File: config.mk
export PLATFORM = sky130hd
export DESIGN_NAME = gsim_host
export DESIGN_NICKNAME = d
export VERILOG_FILES = /design/src/rtl/gsim_pkg.sv /design/src/rtl/gsim_result_buf.sv /design/src/rtl/gsim_host.sv
export SDC_FILE = /design/constraint.sdc
export NUM_CORES = 1
export LEC_CHECK = 0
export BUFFER_PORTS_ARGS = -buffer_cell sky130_fd_sc_hd__buf_2
export CAP_MARGIN = 20
export CORE_UTILIZATION = 55
export DETAILED_ROUTE_END_ITERATION = 8
export GPL_TIMING_DRIVEN = 1
export PLACE_DENSITY = 0.75
export SYNTH_ARGS = -nofsm -noshare
export SYNTH_HDL_FRONTEND = slang
export SYNTH_SLANG_ARGS = --single-unit
File: constraint.sdc
create_clock -name clk -period 4.2 [get_ports clk]
set_clock_uncertainty 0.2 [all_clocks]
set_input_delay 0.84 -clock clk [delete_from_list [all_inputs] [get_ports clk]]
set_output_delay 0.84 -clock clk [all_outputs]
set_load 0.02 [all_outputs]
File: src/rtl/gsim_pkg.sv
// gsim_pkg: shared sizes and FSM encoding for the Gauss-Seidel host/solver pair.
package gsim_pkg;
    localparam int N = 16;
    localparam int B_W = 16;
    localparam int X_W = 32;
    localparam int TIMEOUT_CYC = 8192;
    localparam int IDX_W = $clog2(N);
    localparam int CNT_W = $clog2(TIMEOUT_CYC);
    localparam int SUM_W = X_W + 4;
    typedef enum logic [1:0] {IDLE, SEND, WAIT, COLLECT} state_t;
endpackage

File: src/rtl/gsim_result_buf.sv
// gsim_result_buf: N x X_W result register file, one write port, registered read port.
module gsim_result_buf
    import gsim_pkg::*;
(
    input  logic             clk,
    input  logic             reset,
    input  logic             we,
    input  logic [IDX_W-1:0] waddr,
    input  logic [X_W-1:0]   wdata,
    input  logic [IDX_W-1:0] raddr,
    output logic [X_W-1:0]   rdata
);
    logic [X_W-1:0] mem [N];

    always_ff @(posedge clk) begin
        if (we)
            mem[waddr] <= wdata;
    end

    always_ff @(posedge clk) begin
        if (reset)
            rdata <= '0;
        else
            rdata <= mem[raddr];
    end
endmodule

File: src/rtl/gsim_host.sv
// gsim_host: streams the b vector to the solver, captures its x burst and flags protocol faults.
module gsim_host
    import gsim_pkg::*;
(
    input  logic             clk,
    input  logic             reset,
    input  logic             cfg_we,
    input  logic [3:0]       cfg_addr,
    input  logic [B_W-1:0]   cfg_wdata,
    input  logic             start,
    input  logic [3:0]       rd_addr,
    output logic [X_W-1:0]   rd_data,
    output logic             busy,
    output logic             done,
    output logic             err_timeout,
    output logic             err_burst,
    output logic [SUM_W-1:0] sum_x,
    output logic             gs_in_en,
    output logic [B_W-1:0]   gs_b,
    input  logic             gs_out_valid,
    input  logic [X_W-1:0]   gs_x
);
    localparam logic [IDX_W-1:0] LAST = IDX_W'(N - 1);
    localparam logic [CNT_W-1:0] TMO_LAST = CNT_W'(TIMEOUT_CYC - 1);

    logic [B_W-1:0]   b_mem [N];
    state_t           state, state_n;
    logic [IDX_W-1:0] idx, idx_n;
    logic [CNT_W-1:0] cnt, cnt_n;
    logic             done_n, err_timeout_n, err_burst_n, x_we, gs_in_en_n;
    logic [SUM_W-1:0] sum_n, x_ext;
    logic [B_W-1:0]   gs_b_n;

    assign busy = state != IDLE;
    assign x_ext = {{(SUM_W - X_W){gs_x[X_W-1]}}, gs_x};

    always_ff @(posedge clk) begin
        if (!reset && cfg_we && state == IDLE)
            b_mem[cfg_addr] <= cfg_wdata;
    end

    always_ff @(posedge clk) begin
        if (reset) begin
            state <= IDLE;
            idx <= '0;
            cnt <= '0;
            done <= 1'b0;
            err_timeout <= 1'b0;
            err_burst <= 1'b0;
            sum_x <= '0;
            gs_in_en <= 1'b0;
            gs_b <= '0;
        end else begin
            state <= state_n;
            idx <= idx_n;
            cnt <= cnt_n;
            done <= done_n;
            err_timeout <= err_timeout_n;
            err_burst <= err_burst_n;
            sum_x <= sum_n;
            gs_in_en <= gs_in_en_n;
            gs_b <= gs_b_n;
        end
    end

    always_comb begin
        state_n = state;
        idx_n = idx;
        cnt_n = cnt;
        done_n = done;
        err_timeout_n = err_timeout;
        err_burst_n = err_burst;
        sum_n = sum_x;
        x_we = 1'b0;
        case (state)
            IDLE: if (start) begin
                state_n = SEND;
                idx_n = '0;
                done_n = 1'b0;
                err_timeout_n = 1'b0;
                err_burst_n = 1'b0;
                sum_n = '0;
            end
            SEND: if (idx == LAST) begin
                state_n = WAIT;
                idx_n = '0;
                cnt_n = '0;
            end else begin
                idx_n = idx + 1'b1;
            end
            WAIT: if (gs_out_valid) begin
                x_we = 1'b1;
                sum_n = sum_x + x_ext;
                idx_n = IDX_W'(1);
                state_n = COLLECT;
            end else if (cnt == TMO_LAST) begin
                err_timeout_n = 1'b1;
                done_n = 1'b1;
                state_n = IDLE;
            end else begin
                cnt_n = cnt + 1'b1;
            end
            COLLECT: if (!gs_out_valid) begin
                err_burst_n = 1'b1;
                done_n = 1'b1;
                state_n = IDLE;
            end else begin
                x_we = 1'b1;
                sum_n = sum_x + x_ext;
                if (idx == LAST) begin
                    done_n = 1'b1;
                    state_n = IDLE;
                end else begin
                    idx_n = idx + 1'b1;
                end
            end
            default: state_n = IDLE;
        endcase
    end

    // A b write landing on the same edge as start is forwarded so the new value is sent first.
    always_comb begin
        gs_in_en_n = state_n == SEND;
        gs_b_n = !gs_in_en_n ? gs_b
               : (state == IDLE && cfg_we && cfg_addr == idx_n) ? cfg_wdata
               : b_mem[idx_n];
    end

    gsim_result_buf u_buf (
        .clk   (clk),
        .reset (reset),
        .we    (x_we && !reset),
        .waddr (idx),
        .wdata (gs_x),
        .raddr (rd_addr),
        .rdata (rd_data)
    );
endmodule
# Yosys cells after proc, flatten, opt, wreduce, memory -nomap -nowiden
# Memory sizes are Yosys's and may differ from the RTL's. A register that Yosys moved wholly into a read port is not among the register bits.
# Index checks and enable logic that the tools add are counted.
# Widths: inputs -> output; s select.
# totals
register_bits,59
input_bits,61
mem_bits_rw,768
output_inout_bits,89
word_cells,79
memories,2
# mem_list
name,depth,width,rd,rd_ports_with_merged_regs,wr,line,rtl
u_buf.mem,16,32,1,1,1,gsim_result_buf.sv:13,logic [X_W-1:0] mem [N];
b_mem,16,16,1,1,1,gsim_host.sv:26,logic [B_W-1:0] b_mem [N];
# op_classes
n_reduce_logical,17
mux,35
n_eq_ne,14
addsub,3
# op_table
cell,count
$mux 36,2
$pmux 36 s2,1
$mux 13,3
$add 36x36->36,1
$pmux 13 s2,1
$mux 4,5
$pmux 4 s4,1
$add 13x1->13 const B,1
$eq 13x13->1 const B,1
$mux 1,12
$mux 2,6
$ne 2x2->1 const B,6
$reduce_bool 2->1,5
$pmux 2 s4,1
$reduce_and 4->1,2
$reduce_and 3->1,2
$reduce_and 5->1,1
$add 4x1->4 const B,1
$eq 2x1->1 const B,2
$eq 2x2->1 const B,2
$eq 4x4->1 const B,1
$pmux 1 s2,2
$logic_and 1x1->1,3
$ne 3x3->1 const B,1
6 further kinds,6

# Longest topological paths before layout
# depth
word_depth,6
depth_mapped,16
depth_no_buf,14

# Modules after synthesis
# From an unflattened synthesis, not the netlist that was laid out.
# hier_totals
cells_unflattened,2146
hier_area_um2,35529.1
# modules_own_cells
mod,seq_area_each_um2,cells_each,instances,area_per_inst_um2
gsim_result_buf,16015.4,1116,1,20703.6
gsim_host,9188.8,1030,1,14825.5

# Worst setup path before layout
# OpenSTA, ideal clock, no wires.
# synth_path
path_kind,input to register
startpoint,input reset
endpoint,memory u_buf.mem[1][0] (enable)
required_time_ps,3539
t_arrival_ps,3876
setup_ps,461
path_buffers,2
path_slack_ps,-337
stages,5
cell_sequence,clkbuf_1 -> clkbuf_1 -> nor3_1 -> nand2_1 -> nor3_1
# synth_between
elab_chain_cells,4
# synth_lines
element,line,rtl
"start, declared",gsim_host.sv:6,"input logic reset,"
$logic_not 1->1,gsim_host.sv:132,".we (x_we && !reset),"
$logic_and 1x1->1,gsim_host.sv:132,
$mux 1,gsim_result_buf.sv:16,if (we)
$mux 1 (not written as such),gsim_result_buf.sv:17,mem[waddr] <= wdata;
"end, declared",gsim_result_buf.sv:13,
# No other way between the ends.

# Final worst setup path
# layout_path
startpoint,register idx[1]
endpoint,"register gs_b[4], read port of b_mem"
# layout_between
elab_chain_cells,5
elab_cells_between_ends,13
cone_classes,add/sub (1); eq/ne (2); mux (10)
# layout_lines
element,line,rtl
"start, declared",gsim_host.sv:28,"logic [IDX_W-1:0] idx, idx_n;"
"start signal, assigned",gsim_host.sv:55,idx <= idx_n;
branches (longest 5 deep; another with $add 4x1->4),-,
"end, declared",gsim_host.sv:19,"output logic [B_W-1:0] gs_b,"
# Parallel ways; which one is timed is not known.
# A chain may end at the register's enable or synchronous reset.

==> qor.log <==
[critical_path] CP Depth 15
[clock_network] clock tree from TritonCTS built
[global_routing] maximum number of pins on one net before global-route repair 81
[critical_path] count of buffer and inverter cells on the critical path 2
[cells_and_area] final standard cell utilization of the core 0.646
[critical_path] number of cells on the worst reg-to-reg path 15
[critical_path] top cell family by delay on the critical path compound AO/OA/AOI/OAI gates
[logic_synthesis] share of Yosys cell area claimed by the top area cell type 0.657
[die] Core Rows 92
[cells_and_area] share of final-layout standard cells stronger than drive strength 1 0.242
[critical_path] Data required, critical path 4.61 ns
[timing] Hold Violations, Final 0
[global_routing] aggregate global-route resource usage 0.271
[critical_path] cell with the largest stage delay on the worst path sky130_fd_sc_hd__dfxtp_1
[pwr] clock network fraction of design power 0.433
[logic_synthesis] async set-reset flop share out of synthesis 0
[clock_network] clock edge transition at the registers on the reported setup and hold paths 0.07 ns
[drt] Detailed Route Iter0 Violations 2275
[global_routing] via count of the first global-routing pass 20728
[logic_synthesis] Synthesis Warnings 0
[drt] Antenna Violating Nets Remaining 0
[clock_network] number of clock sinks seen by CTS 875
[critical_path] highest net fanout along the worst path 80
[pwr] peak ir drop on the vdd network 0.000449 V
[logic_synthesis] number of flops mapped to enable cells by yosys 768
[timing] max_slew headroom 0.328
[logic_synthesis] Synth Area in XOR/XNOR 0.00949
[logic_synthesis] complex-gate fraction of the synthesized area 0.0607
[cells_and_area] signed area change from the synthesized netlist to the final layout 16.1%
[critical_path] Critical Path, Cell by Cell ha_1, and3_1, inv_2, ha_1, a21bo_2, a21oi_1, nand2_1, nand2_4, buf_12, nand2_1, and3_1, a311oi_1, a311oi_1, a211oi_1, a221o_1
[global_routing] initial antenna violation count 10
[timing] unrepaired setup endpoints after global routing no
[placement] global placer's final weighted congestion 0.899
[run] number of maximum-capacitance constraint violations 0
[die] placeable core area 63100 µm²
[logic_synthesis] most repeated cell in the gate-level netlist after synthesis sky130_fd_sc_hd__edfxtp_1
[timing] time the final worst path needs with I/O delays and setup 3.97 ns
[placement] Post-DP Area 37700 µm²
[logic_synthesis] Area contributors post-synth sky130_fd_sc_hd__edfxtp_1 66%, sky130_fd_sc_hd__mux4_2 10%, sky130_fd_sc_hd__dfxtp_1 6.1%, sky130_fd_sc_hd__nand2_1 3.1%, sky130_fd_sc_hd__ha_1 1.6%
[logic_synthesis] post-synthesis sequential area ratio 0.718
[placement] input/output buffers 149
[pwr] part of the total power dissipated in combinational logic 0.050
[timing] share of the clock period used by the worst path 0.946
[die] count of boundary I/O pins 150
[logic_synthesis] mux cell area share after synthesis 0.103
[drt] total via count after detailed routing 20694
[timing] fin. max-slew vios 0
[outcome] result of the run completed
[pwr] switching part of the total 0.213
[die] die footprint 64800 µm²
[die] Initial Utilization 0.556
[logic_synthesis] average cell area after synthesis 16.4 µm²
[global_routing] aggregate global routing overflow 0
[pwr] post-layout power 18500 µW
[cells_and_area] Nets 2480
[logic_synthesis] combinational family with the most area after synthesis multiplexers
[critical_path] kind of critical path flip-flop to flip-flop
[die] y dimension of the die 255 µm
[cells_and_area] post-route non-filler standard cell count 3297
[logic_synthesis] Yosys reg bits 875
[timing] fmax 252 MHz
[timing] number of endpoints failing setup at the final stage 0
[drt] first-pass detailed-route iteration total 7
[logic_synthesis] simple-gate share of the synthesized area 0.0759
[logic_synthesis] cell type with the largest total area after synthesis sky130_fd_sc_hd__edfxtp_1
[pwr] sequential power share 0.517
[logic_synthesis] synthesized net count 2252
[clock_network] CTS Root Cell sky130_fd_sc_hd__clkbuf_16
[pwr] power density of the placed cells 453 nW/µm²
[logic_synthesis] top cells by count, synth 768 x sky130_fd_sc_hd__edfxtp_1, 292 x sky130_fd_sc_hd__nand2_1, 160 x sky130_fd_sc_hd__mux4_2
[global_routing] wire length of the first global-routing pass 128 mm
[drt] Post-route DRC 0
[logic_synthesis] post-synthesis cell area 35100 µm²
[logic_synthesis] cell count after synthesis 2145
[cells_and_area] post-route design area 40700 µm²
[drt] routed wirelength normalized by instance count 26.4 µm
[critical_path] crit start category flip-flop
[timing] measured slew at the worst slew-check pin 1.01 ns
[pwr] NetSw 3940 µW
[clock_network] insertion delay to the later sink of the worst-skew pair 0.65 ns
[critical_path] endpoint class of the critical path flip-flop
[logic_synthesis] count of distinct cell types in the synthesized netlist 67
[critical_path] worst setup path start idx[1]
[worst_hold_path] worst hold stages 1
[critical_path] Reg2Reg Launch Point idx[1]
[critical_path] Arr. time, crit path 4.38 ns
[pwr] Power Internal 14500 µW
[clock_network] CTS H-tree depth 3
[logic_synthesis] Main synth FF type sky130_fd_sc_hd__edfxtp_1
[drt] wirelength, routed 87.1 mm
[logic_synthesis] synthesized-area fraction occupied by adder cells 0.0166
[timing] Final TNS setup 0 ns
[placement] detailed-placement wirelength estimate 50.3 mm
[worst_hold_path] Min-Delay Startpoint gs_x[5]
[clock_network] cts bufs inserted 88
[pwr] static leakage power 0.0141 µW
[critical_path] delay of the slowest cell on the worst path 0.46 ns
[placement] Placed Cells incl. Taps 3128
[clock_network] maximum buffer depth of the clock tree 3
[worst_hold_path] Hold Crit Class input pin to flip-flop
[die] Die X-Extent 255 µm
[drt] average via count per standard cell 6.28
## logic make-up after synthesis
family,count (synthesis)
flip-flops,875
AND/OR/NAND/NOR,592
AO/OA/AOI/OAI,295
multiplexers,161
buffers and inverters,138
adder cells (fa/ha/maj),46
XOR/XNOR,38
## worst paths after layout
kind	to	slack, ns
max	gs_b[4]	0.23
min	u_buf.mem[7][5]	0.26
max reg2reg	gs_b[4]	0.23
min reg2reg	cnt[12]	0.28
## final cells by class
| class | instances | area, µm² |
|---|---|---|
| diodes | 3 | 7.51 |
| clock buffers | 125 | 2490 |
| clock inverters | 40 | 494 |
| fillers | 4286 | 22300 |
| inverters | 19 | 71.3 |
| multi-input cells | 1133 | 9530 |
| flip-flops and latches | 875 | 25200 |
| well taps | 846 | 1060 |
| repair buffers | 256 | 1880 |
## stage by stage
stage / setup slack [ns] / hold slack [ns]
floorplan: 0.518 / 0.237
detailed placement: 0.0322 / 0.263
global route: 0.0223 / 0.243
finish: 0.229 / 0.260
CTS: 0.154 / 0.231
global placement: 0.0694 / 0.250
## layer usage
metal / GRT usage / share of wire
met1: 0.356 / 0.37
met2: 0.448 / 0.49
met3: 0.0566 / 0.098
met4: 0.102 / 0.036
met5: 0 / 0.00085
## timing repair
item	in CTS	in global routing
setup endpoints to repair	0	9
hold buffers	0	0
buffers inserted	0	0
gates resized for setup	0	4
## cells in the final DEF, fill, tap and decap left out, drive strengths merged, types with 20 or more instances in the layout
master,netlist,layout
mux4,160,160
o21ai,48,48
dfxtp,107,107
a21oi,52,52
nor2,88,88
nand3,66,66
nor2b,42,42
clkinv,0,27
buf,37,255
ha,45,45
a31oi,26,26
nand2,292,292
edfxtp,768,768
a311oi,47,47
and3,33,33
clkbuf,82,126
xor2,20,20
nor3,21,21
a21o,24,24
inv,19,22
a211oi,27,27
## sequential cells by signal, summed over array words and instances, names as in the netlist, 2 cells and up
name,flops
u_buf.mem,512
gs_b,16
u_buf.rdata,32
cnt,13
idx,4
state,2
b_mem,256
sum_x,36
## power by group through the flow
stage	combinational (µW)	sequential (µW)	clock, µW
CTS	918	9550	8080
detailed placement	910	9730	0
finish	921	9550	8010
floorplan	479	9780	0
global placement	883	9730	0
global route	985	9550	8420
Power figures use the tool's default switching activity.
